### config.mk
export PLATFORM = sky130hd
export DESIGN_NAME = alu_arbiter
export DESIGN_NICKNAME = d
export VERILOG_FILES = /design/src/rtl/alu_ctrl_pkg.sv /design/src/rtl/alu.sv /design/src/rtl/rr_arbiter.sv /design/src/rtl/alu_arbiter.sv
export SDC_FILE = /design/constraint.sdc
export NUM_CORES = 2
export LEC_CHECK = 0
export ABC_AREA = 1
export BUFFER_PORTS_ARGS = -buffer_cell sky130_fd_sc_hd__buf_2
export CORE_MARGIN = 2
export CORE_UTILIZATION = 40
export DETAILED_ROUTE_END_ITERATION = 7
export SLEW_MARGIN = 20
export SYNTH_ARGS = -nofsm -noshare
export SYNTH_HDL_FRONTEND = slang
export SYNTH_SLANG_ARGS = --single-unit
### constraint.sdc
create_clock -name clk -period 8.8 [get_ports clk]
set_input_delay 0.88 -clock clk [delete_from_list [all_inputs] [get_ports clk]]
set_output_delay 0.88 -clock clk [all_outputs]
set_load 0.02 [all_outputs]
### src/rtl/alu_ctrl_pkg.sv
// -----------------------------------------------------------------------------
// alu_ctrl_pkg
// Shared definitions for the ALU arbiter slice: opcode encodings, FSM state
// encoding, EXEC counter width and a helper that gives the number of EXEC
// cycles an opcode needs.
// -----------------------------------------------------------------------------
package alu_ctrl_pkg;

  localparam int OP_W  = 3;
  localparam int CNT_W = 4;   // holds MUL_LAT up to 15

  localparam logic [OP_W-1:0] OP_ADD  = 3'b000;
  localparam logic [OP_W-1:0] OP_SUB  = 3'b001;
  localparam logic [OP_W-1:0] OP_MUL  = 3'b010;
  localparam logic [OP_W-1:0] OP_RAND = 3'b011;
  localparam logic [OP_W-1:0] OP_XOR  = 3'b101;
  localparam logic [OP_W-1:0] OP_SHL  = 3'b110;
  localparam logic [OP_W-1:0] OP_SHR  = 3'b111;

  typedef enum logic [1:0] {
    S_IDLE = 2'b00,
    S_EXEC = 2'b01,
    S_RESP = 2'b10
  } state_t;

  // Number of cycles an operation spends in EXEC.
  function automatic logic [CNT_W-1:0] exec_cycles(input logic [OP_W-1:0] op,
                                                   input int mul_lat);
    if (op == OP_MUL) return CNT_W'(mul_lat);
    return CNT_W'(1);
  endfunction

endpackage

### src/rtl/alu.sv
// -----------------------------------------------------------------------------
// alu
// Purely combinational 32-bit ALU with a 64-bit result and flags.
// Ports:
//   a, b       32-bit operands
//   op         3-bit opcode (see alu_ctrl_pkg)
//   result     64-bit result; non-multiply results are zero-extended 32-bit
//   sign_flag  result[63]
//   zero_flag  result == 0
// Opcode 100 is not defined and yields zero.
// -----------------------------------------------------------------------------
module alu
  import alu_ctrl_pkg::*;
(
  input  logic [31:0]     a,
  input  logic [31:0]     b,
  input  logic [OP_W-1:0] op,
  output logic [63:0]     result,
  output logic            sign_flag,
  output logic            zero_flag
);

  logic [31:0] sum;
  logic [31:0] diff;
  logic [31:0] shl;
  logic [31:0] shr;

  assign sum  = a + b;
  assign diff = a - b;
  assign shl  = a << b[4:0];
  assign shr  = a >> b[4:0];

  always_comb begin
    result = '0;
    case (op)
      OP_ADD:  result = {32'h0, sum};
      OP_SUB:  result = {32'h0, diff};
      OP_MUL:  result = {32'h0, a} * {32'h0, b};
      OP_RAND: result = {63'h0, &a};
      OP_XOR:  result = {32'h0, a ^ b};
      OP_SHL:  result = {32'h0, shl};
      OP_SHR:  result = {32'h0, shr};
      default: result = '0;
    endcase
  end

  assign sign_flag = result[63];
  assign zero_flag = (result == 64'h0);

endmodule

### src/rtl/rr_arbiter.sv
// -----------------------------------------------------------------------------
// rr_arbiter
// Combinational round-robin grant: picks the first asserted request at or
// above rr_ptr, wrapping at N_REQ.
// Ports:
//   req        request vector
//   rr_ptr     highest-priority index
//   grant      one-hot grant (zero when no request)
//   grant_idx  index of the granted request (0 when no request)
//   any_req    at least one request is asserted
// -----------------------------------------------------------------------------
module rr_arbiter #(
  parameter int N_REQ = 2,
  parameter int ID_W  = 1
) (
  input  logic [N_REQ-1:0] req,
  input  logic [ID_W-1:0]  rr_ptr,
  output logic [N_REQ-1:0] grant,
  output logic [ID_W-1:0]  grant_idx,
  output logic             any_req
);

  always_comb begin : search
    int idx;
    grant     = '0;
    grant_idx = '0;
    any_req   = |req;
    idx       = 0;
    // Walk from the farthest candidate back to rr_ptr so the nearest hit
    // (closest to rr_ptr) is the one left standing.
    for (int k = N_REQ - 1; k >= 0; k--) begin
      idx = int'(rr_ptr) + k;
      if (idx >= N_REQ) idx = idx - N_REQ;
      if (req[idx]) grant_idx = ID_W'(idx);
    end
    if (any_req) grant[grant_idx] = 1'b1;
  end

endmodule

### src/rtl/alu_arbiter.sv
// -----------------------------------------------------------------------------
// alu_arbiter
// Shares one ALU between N_REQ requesters. A round-robin grant in IDLE latches
// the winner's operands, EXEC holds them on the ALU for the opcode's latency,
// and RESP presents a registered, tagged result until it is accepted.
//
//   state  | meaning
//   -------+-------------------------------------------------------------
//   S_IDLE | no operation in flight; grant one pending request
//   S_EXEC | operands held on the ALU, counting latency cycles
//   S_RESP | result registered, rsp_valid high until rsp_ready
//
// Ports:
//   clk, rst_n                clock, async active-low reset
//   req_valid/req_ready       per-requester handshake (ready one-hot or zero)
//   req_a, req_b, req_op      packed per-requester operands / opcode
//   rsp_valid/rsp_ready       response handshake
//   rsp_out, rsp_sign,
//   rsp_zero, rsp_id          registered result, flags and requester tag
//   busy                      high whenever not in IDLE
// -----------------------------------------------------------------------------
module alu_arbiter
  import alu_ctrl_pkg::*;
#(
  parameter int N_REQ   = 2,
  parameter int ID_W    = 1,
  parameter int MUL_LAT = 3
) (
  input  logic                 clk,
  input  logic                 rst_n,
  input  logic [N_REQ-1:0]     req_valid,
  output logic [N_REQ-1:0]     req_ready,
  input  logic [N_REQ*32-1:0]  req_a,
  input  logic [N_REQ*32-1:0]  req_b,
  input  logic [N_REQ*3-1:0]   req_op,
  output logic                 rsp_valid,
  input  logic                 rsp_ready,
  output logic [63:0]          rsp_out,
  output logic                 rsp_sign,
  output logic                 rsp_zero,
  output logic [ID_W-1:0]      rsp_id,
  output logic                 busy
);

  state_t            state;
  logic [ID_W-1:0]   rr_ptr;
  logic [31:0]       op_a;
  logic [31:0]       op_b;
  logic [OP_W-1:0]   op_code;
  logic [CNT_W-1:0]  cnt;
  logic [CNT_W-1:0]  exec_last;

  logic [N_REQ-1:0]  grant;
  logic [ID_W-1:0]   grant_idx;
  logic              any_req;

  logic [31:0]       sel_a;
  logic [31:0]       sel_b;
  logic [OP_W-1:0]   sel_op;

  logic [63:0]       alu_result;
  logic              alu_sign;
  logic              alu_zero;

  rr_arbiter #(
    .N_REQ (N_REQ),
    .ID_W  (ID_W)
  ) u_rr_arbiter (
    .req       (req_valid),
    .rr_ptr    (rr_ptr),
    .grant     (grant),
    .grant_idx (grant_idx),
    .any_req   (any_req)
  );

  // The ALU only ever sees the latched operands, never the live request bus.
  alu u_alu (
    .a         (op_a),
    .b         (op_b),
    .op        (op_code),
    .result    (alu_result),
    .sign_flag (alu_sign),
    .zero_flag (alu_zero)
  );

  always_comb begin
    sel_a  = '0;
    sel_b  = '0;
    sel_op = '0;
    for (int i = 0; i < N_REQ; i++) begin
      if (grant_idx == ID_W'(i)) begin
        sel_a  = req_a[32*i +: 32];
        sel_b  = req_b[32*i +: 32];
        sel_op = req_op[3*i +: 3];
      end
    end
  end

  // Ready is only offered from IDLE; gating with rst_n keeps it low while
  // reset is held even if requesters are already asserting valid.
  assign req_ready = (rst_n && (state == S_IDLE)) ? grant : '0;
  assign busy      = (state != S_IDLE);
  assign exec_last = exec_cycles(op_code, MUL_LAT) - 1'b1;

  always_ff @(posedge clk or negedge rst_n) begin
    if (!rst_n) begin
      state     <= S_IDLE;
      rr_ptr    <= '0;
      op_a      <= '0;
      op_b      <= '0;
      op_code   <= '0;
      cnt       <= '0;
      rsp_valid <= 1'b0;
      rsp_out   <= '0;
      rsp_sign  <= 1'b0;
      rsp_zero  <= 1'b0;
      rsp_id    <= '0;
    end else begin
      case (state)
        S_IDLE: begin
          // any_req in IDLE means the granted requester sees ready this cycle.
          if (any_req) begin
            op_a    <= sel_a;
            op_b    <= sel_b;
            op_code <= sel_op;
            rsp_id  <= grant_idx;
            cnt     <= '0;
            if (int'(grant_idx) == N_REQ - 1) rr_ptr <= '0;
            else                              rr_ptr <= grant_idx + 1'b1;
            state   <= S_EXEC;
          end
        end

        S_EXEC: begin
          cnt <= cnt + 1'b1;
          if (cnt == exec_last) begin
            rsp_out   <= alu_result;
            rsp_sign  <= alu_sign;
            rsp_zero  <= alu_zero;
            rsp_valid <= 1'b1;
            state     <= S_RESP;
          end
        end

        S_RESP: begin
          if (rsp_ready) begin
            rsp_valid <= 1'b0;
            state     <= S_IDLE;
          end
        end

        default: begin
          rsp_valid <= 1'b0;
          state     <= S_IDLE;
        end
      endcase
    end
  end

endmodule

Word level (Yosys, flattened, before mapping)
Cells that the tools add are included.
{ "totals": {"elab_cells": 87, "ff_bits": 142, "input_bits": 139, "out_inout_bits": 71} }
{ "op_classes": {"multipliers": 1, "bitwise": 2, "shift": 2, "n_mux": 31, "n_reduce_logical": 14, "eq_ne": 12, "addsub": 8, "order_cmp": 6} }
{ "op_table": {"columns": ["cell", "n"], "rows": [
  ["one-hot mux 64 bit (7 select lines)", 1],
  ["two-way mux 32 bit", 4],
  ["zero test 64 bit", 1],
  ["less-than comparator 32 x 3 -> 1 bit (second input constant)", 2],
  ["multiplier 32 x 32 -> 64 bit", 1],
  ["adder 32 bit", 1],
  [">= comparator 32 x 3 -> 1 bit (second input constant)", 1],
  ["AND reduction 32 bit", 1],
  ["left shift 32 x 5 -> 32 bit", 1],
  [">> shifter 32 x 5 -> 32 bit", 1],
  ["subtractor 32 x 3 -> 32 bit (second input constant)", 1],
  ["subtractor 32 bit", 1],
  ["XOR 32 bit", 1],
  ["two-way mux 1 bit", 13],
  ["two-way mux 4 bit", 3],
  ["two-way mux 2 bit", 5],
  ["equality test 3 bit (second input constant)", 3],
  ["one-hot mux 4 bit (2 select lines)", 1],
  ["equality test 3 x 2 -> 1 bit (second input constant)", 2],
  ["!= test 2 bit (second input constant)", 3],
  ["one-hot mux 2 bit (3 select lines)", 1],
  ["AND reduction 2 bit", 3],
  ["AND reduction 3 bit", 2],
  ["adder 4 x 1 -> 4 bit (second input constant)", 1],
  ["20 further kinds", 22]
]} }

Depth between registers and ports, before layout
{ "logic_depth": {"word_depth": 14, "depth_mapped": 39, "ltp_nobuf": 37} }

By module
Synthesis repeated with hierarchy kept, for this count alone.
{ "unflattened": {"cells_unflattened": 7350, "hier_area_um2": 50203.1} }
{ "by_module_without_submodules": {"columns": ["module", "area_each_um2", "n_inst", "cells_each", "seq_area_each_um2"], "rows": [
  ["alu", 44102.3, 1, 6640, 0.0],
  ["alu_arbiter", 6070.8, 1, 703, 3553.4],
  ["rr_arbiter", 30.0, 1, 7, 0.0]
]} }

Worst setup path after synthesis
OpenSTA, ideal clock, no wires.
{ "synth_timing": {"path_type": "reg-to-reg", "startpoint": "register op_b[2]", "endpoint": "register rsp_zero", "setup_slack_ns": 1.762, "required_time_ns": 8.734, "arrival_time_ns": 6.972, "n_path_buf": 4, "setup_ns": 0.066, "synth_period_minus_slack_ns": 7.038, "stages_incl_launch_ff": 36, "cell_sequence": "dfrtp_1 -> buf_2 -> clkbuf_1 -> buf_2 -> buf_1 -> nand2_1 -> inv_1 -> fa_1 -> inv_1 -> fa_1 -> fa_1 -> fa_1 -> inv_1 -> fa_1 -> inv_1 -> fa_1 -> inv_1 -> fa_1 -> fa_1 -> ha_1 -> nand2_1 -> inv_1 -> nand2_1 -> nor2_1 -> nand4_1 -> nand3_1 -> nand2_1 -> a21oi_1 -> nor2_1 -> nor2_1 -> nand2_1 -> nor2_1 -> nand3_1 -> nor2_1 -> nand3_1 -> nand2_1"} }
{ "synth_between": {"elab_chain_cells": 3, "word_cells_on_any_way": 8, "cone_classes": "add/sub: 2; mul: 1; shift: 2; mux: 1; bitwise: 1; reduce/logical: 1"} }
{ "synth_rtl": {"columns": ["element", "line", "text"], "rows": [
  ["start, declared", "alu_arbiter.sv:48", "logic [31:0] op_b;"],
  ["start signal, assigned", "alu_arbiter.sv:124", "op_b <= sel_b;"],
  ["multiplier 32 x 32 -> 64 bit, or another cell as far along", "alu.sv:38", "OP_MUL: result = {32'h0, a} * {32'h0, b};"],
  ["one-hot mux 64 bit (7 select lines) *", "alu.sv:35", "case (op)"],
  ["zero test 64 bit *", "alu.sv:48", "assign zero_flag = (result == 64'h0);"],
  ["end signal, assigned", "alu_arbiter.sv:139", "rsp_zero <= alu_zero;"],
  ["end, declared", "alu_arbiter.sv:40", "output logic rsp_zero,"]
]} }
Every way passes the cells marked *; elsewhere a longest branch is shown, timed or not.
A chain may end at the register's enable or synchronous reset.

Worst setup path after layout
{ "layout_timing": {"startpoint": "register op_a[13]", "endpoint": "register rsp_zero"} }
{ "layout_between": {"elab_chain_cells": 3, "word_cells_on_any_way": 9, "cone_classes": "add/sub: 2; mul: 1; shift: 2; mux: 1; bitwise: 1; reduce/logical: 2"} }
{ "layout_rtl": {"columns": ["element", "line", "text"], "rows": [
  ["start, declared", "alu_arbiter.sv:47", "logic [31:0] op_a;"],
  ["start signal, assigned", "alu_arbiter.sv:123", "op_a <= sel_a;"],
  ["multiplier 32 x 32 -> 64 bit, or another cell as far along", "alu.sv:38", null],
  ["one-hot mux 64 bit (7 select lines) *", "alu.sv:35", null],
  ["zero test 64 bit *", "alu.sv:48", null]
]} }
Marked as above.

==> metrics <==
status=finished clean; clk buf depth=2; remaining global-route overflow=0; Max Cap Violations=0; R2R cell count=28; area fraction of the dominant cell type after synthesis=36.43%; top cells by area, synth=fa_1 (36%), nand2_1 (16%), inv_1 (14%); most common cell in the netlist=nand2_1; GP Congestion=1.039; Final setup viols=0; Seq/Total Area, Yosys=7.158%; clock skew=0.03961 ns; Worst R2R Setup Slack=0.28 ns; cell taking the most area after synthesis=fa_1; DR iter-0 viols=5455; Ys Warns=0; Layout Cells excl Fill=8702; area of the die=126100 um^2; share of layout cells above drive strength 1=7.268%; library cells used by synthesis=56; CTS H-tree lvls=4; Tcrit/Tclk final=96.86%; Hold Fails Final Rpt=0; First-pass DRT Iterations=6; CTS clk-pin slew, worst paths=0.08 ns; Post-synth EDFFs=0; Syn Area/Cell=7.011 um^2; hold crit path type=in -> async; asr flop ratio synth=100.0%; Syn Inst Count=7030; FF-to-FF End=rsp_zero; Arrival @ worst endpoint=8.99 ns; Num CTS Buffers=17; starting density of the core=40.39%; cell mode on critical path=fa_1; CP max stage delay=1.01 ns; maximum number of pins on one net before global-route repair=107; WL final=200.7 mm; TritonCTS clock tree=built; type of origin of the critical path=flip-flop; clk sinks=141; Commonest cells post-synth=nand2_1 (2059), inv_1 (1873), fa_1 (897); CP Max Fanout=21; r2r startpoint=op_a[13]; Post-Syn Area=49290 um^2; Vias=45860; Worst-Skew Late Latency=0.53 ns; Setup TNS=0 ns; Root Buffer=clkbuf_16; vias in the first global route=46590; Final #Nets=8424; DRC Markers=0; # IOs=210; Synth Flop Type=dfrtp_1; area grow syn2layout=7.539%; core area=122000 um^2; CP required=9.27 ns; # rows=128; Worst-Margin Slew=1.182 ns; flops & latches, synth=141; hpwl dp=169.5 mm; Avg Vias per Cell=5.270; fmax=117.3 MHz; minimum clock period=8.524 ns; first-pass GRT wire length=302.5 mm; syn_nets=8395; initial antenna violation count=16; fill count=12760; drt wl/cell=23.06 um; Placed Cells=8665; number of routed nets with antenna violations=0; Final Max Slew Viols=0; unrepaired setup endpoints after global routing=no; Worst slew margin=21.20%; CP max-delay cell=dfrtp_1; WS Path Type=reg -> reg; GRT Util Overall=32.48%; die extent in x=355.0 um; port bufs=209; Die H=355.0 um; Crit. End Element=flip-flop
==> timing repair <==
item / in CTS / in global routing
hold buffers: 0 / 0
setup buffers: 0 / 0
setup endpoints to repair: 0 / 1
gates resized for setup: 0 / 1
endpoints found under the hold margin: 0 / 0
==> worst max-delay path by stage <==
stage | start | endpoint | cells after the start
floorplan | op_b[2] | rsp_zero | 35
global placement | op_a[16] | rsp_zero | 29
detailed placement | op_a[16] | rsp_zero | 29
CTS | op_a[16] | rsp_zero | 29
global route | op_a[13] | rsp_zero | 28
finish | op_a[13] | rsp_zero | 28
==> worst max-delay path: cells and delay by family (launching register included) <==
kind,cells,cell delay [ns]
simple gates,15,2.46
flops,1,1.01
buf+inv,4,0.53
fa+ha+maj,9,4.46
==> flip-flops by register name, summed over array words and instances, names as in the netlist, 2 cells and up <==
register,flops
op_b,32
op_code,3
cnt,4
rsp_out,63
op_a,32
state,2
==> cells by family (layout without fill, tap and decap cells) <==
kind of cell               count (synthesis)  count (layout)  share of synthesized area (%)
buffers and inverters                   2241            2283                          17.40
DFF                                      141             141                          7.158
other                                      0               5                              0
and+or+nand+nor                         3000            3000                          25.36
AOI/OAI and AO/OA                        385             385                          4.638
adders and majority gates               1226            1226                          44.78
xor gates and xnor gates                  37              37                         0.6575
==> through the flow <==
step	setup WS, ns	cell area (um^2)	utilization (%)	hold WS [ns]
6_report	0.2765	53010	43.43	0.2729
5_1_grt	0.02558	52990	43.42	0.2703
4_1_cts	0.1913	52990	43.42	0.2567
3_5_place_dp	0.2154	52360	42.91	0.4601
3_3_place_gp	0.1513	52360	42.91	0.4622
2_1_floorplan	1.762	49290	-	0.4413
==> final cells by class <==
| class | instances | area [um^2] | area share, % |
|---|---|---|---|
| Multi-Input combinational cell | 4648 | 37220 | 70.21 |
| Inverter | 1883 | 7073 | 13.34 |
| Sequential cell | 141 | 3550 | 6.697 |
| Timing Repair Buffer | 368 | 2496 | 4.709 |
| Tap cell | 1625 | 2033 | 3.836 |
| Clock buffer | 18 | 439.2 | 0.8285 |
| Clock inverter | 14 | 186.4 | 0.3517 |
| Antenna cell | 5 | 12.51 | 0.02360 |
==> layer usage <==
metal | vias up | routed length (um) | track usage, %
met4 | 14 | 5742 | 8.500
met3 | 269 | 22640 | 7.646
met1 | 22710 | 88050 | 47.81
li1 | 20520 | - | -
met5 | - | 105 | 0
met2 | 2349 | 84140 | 47.68
==> cell usage in the layout (no fill, tap or decap), types with 33 or more instances in the layout <==
master and n:
nand2_1 2059, a21oi_1 127, o21ai_0 105, inv_1 1873
ha_1 329, o211ai_1 54, dfrtp_1 126, fa_1 897
buf_4 139, nand3_1 481, buf_2 208, nand2_2 33
nand4_1 39, nor2_1 268
Power is left out: the tool's default activity adds up to more than one toggle a clock period on the data nets, which glitch-free logic cannot reach.
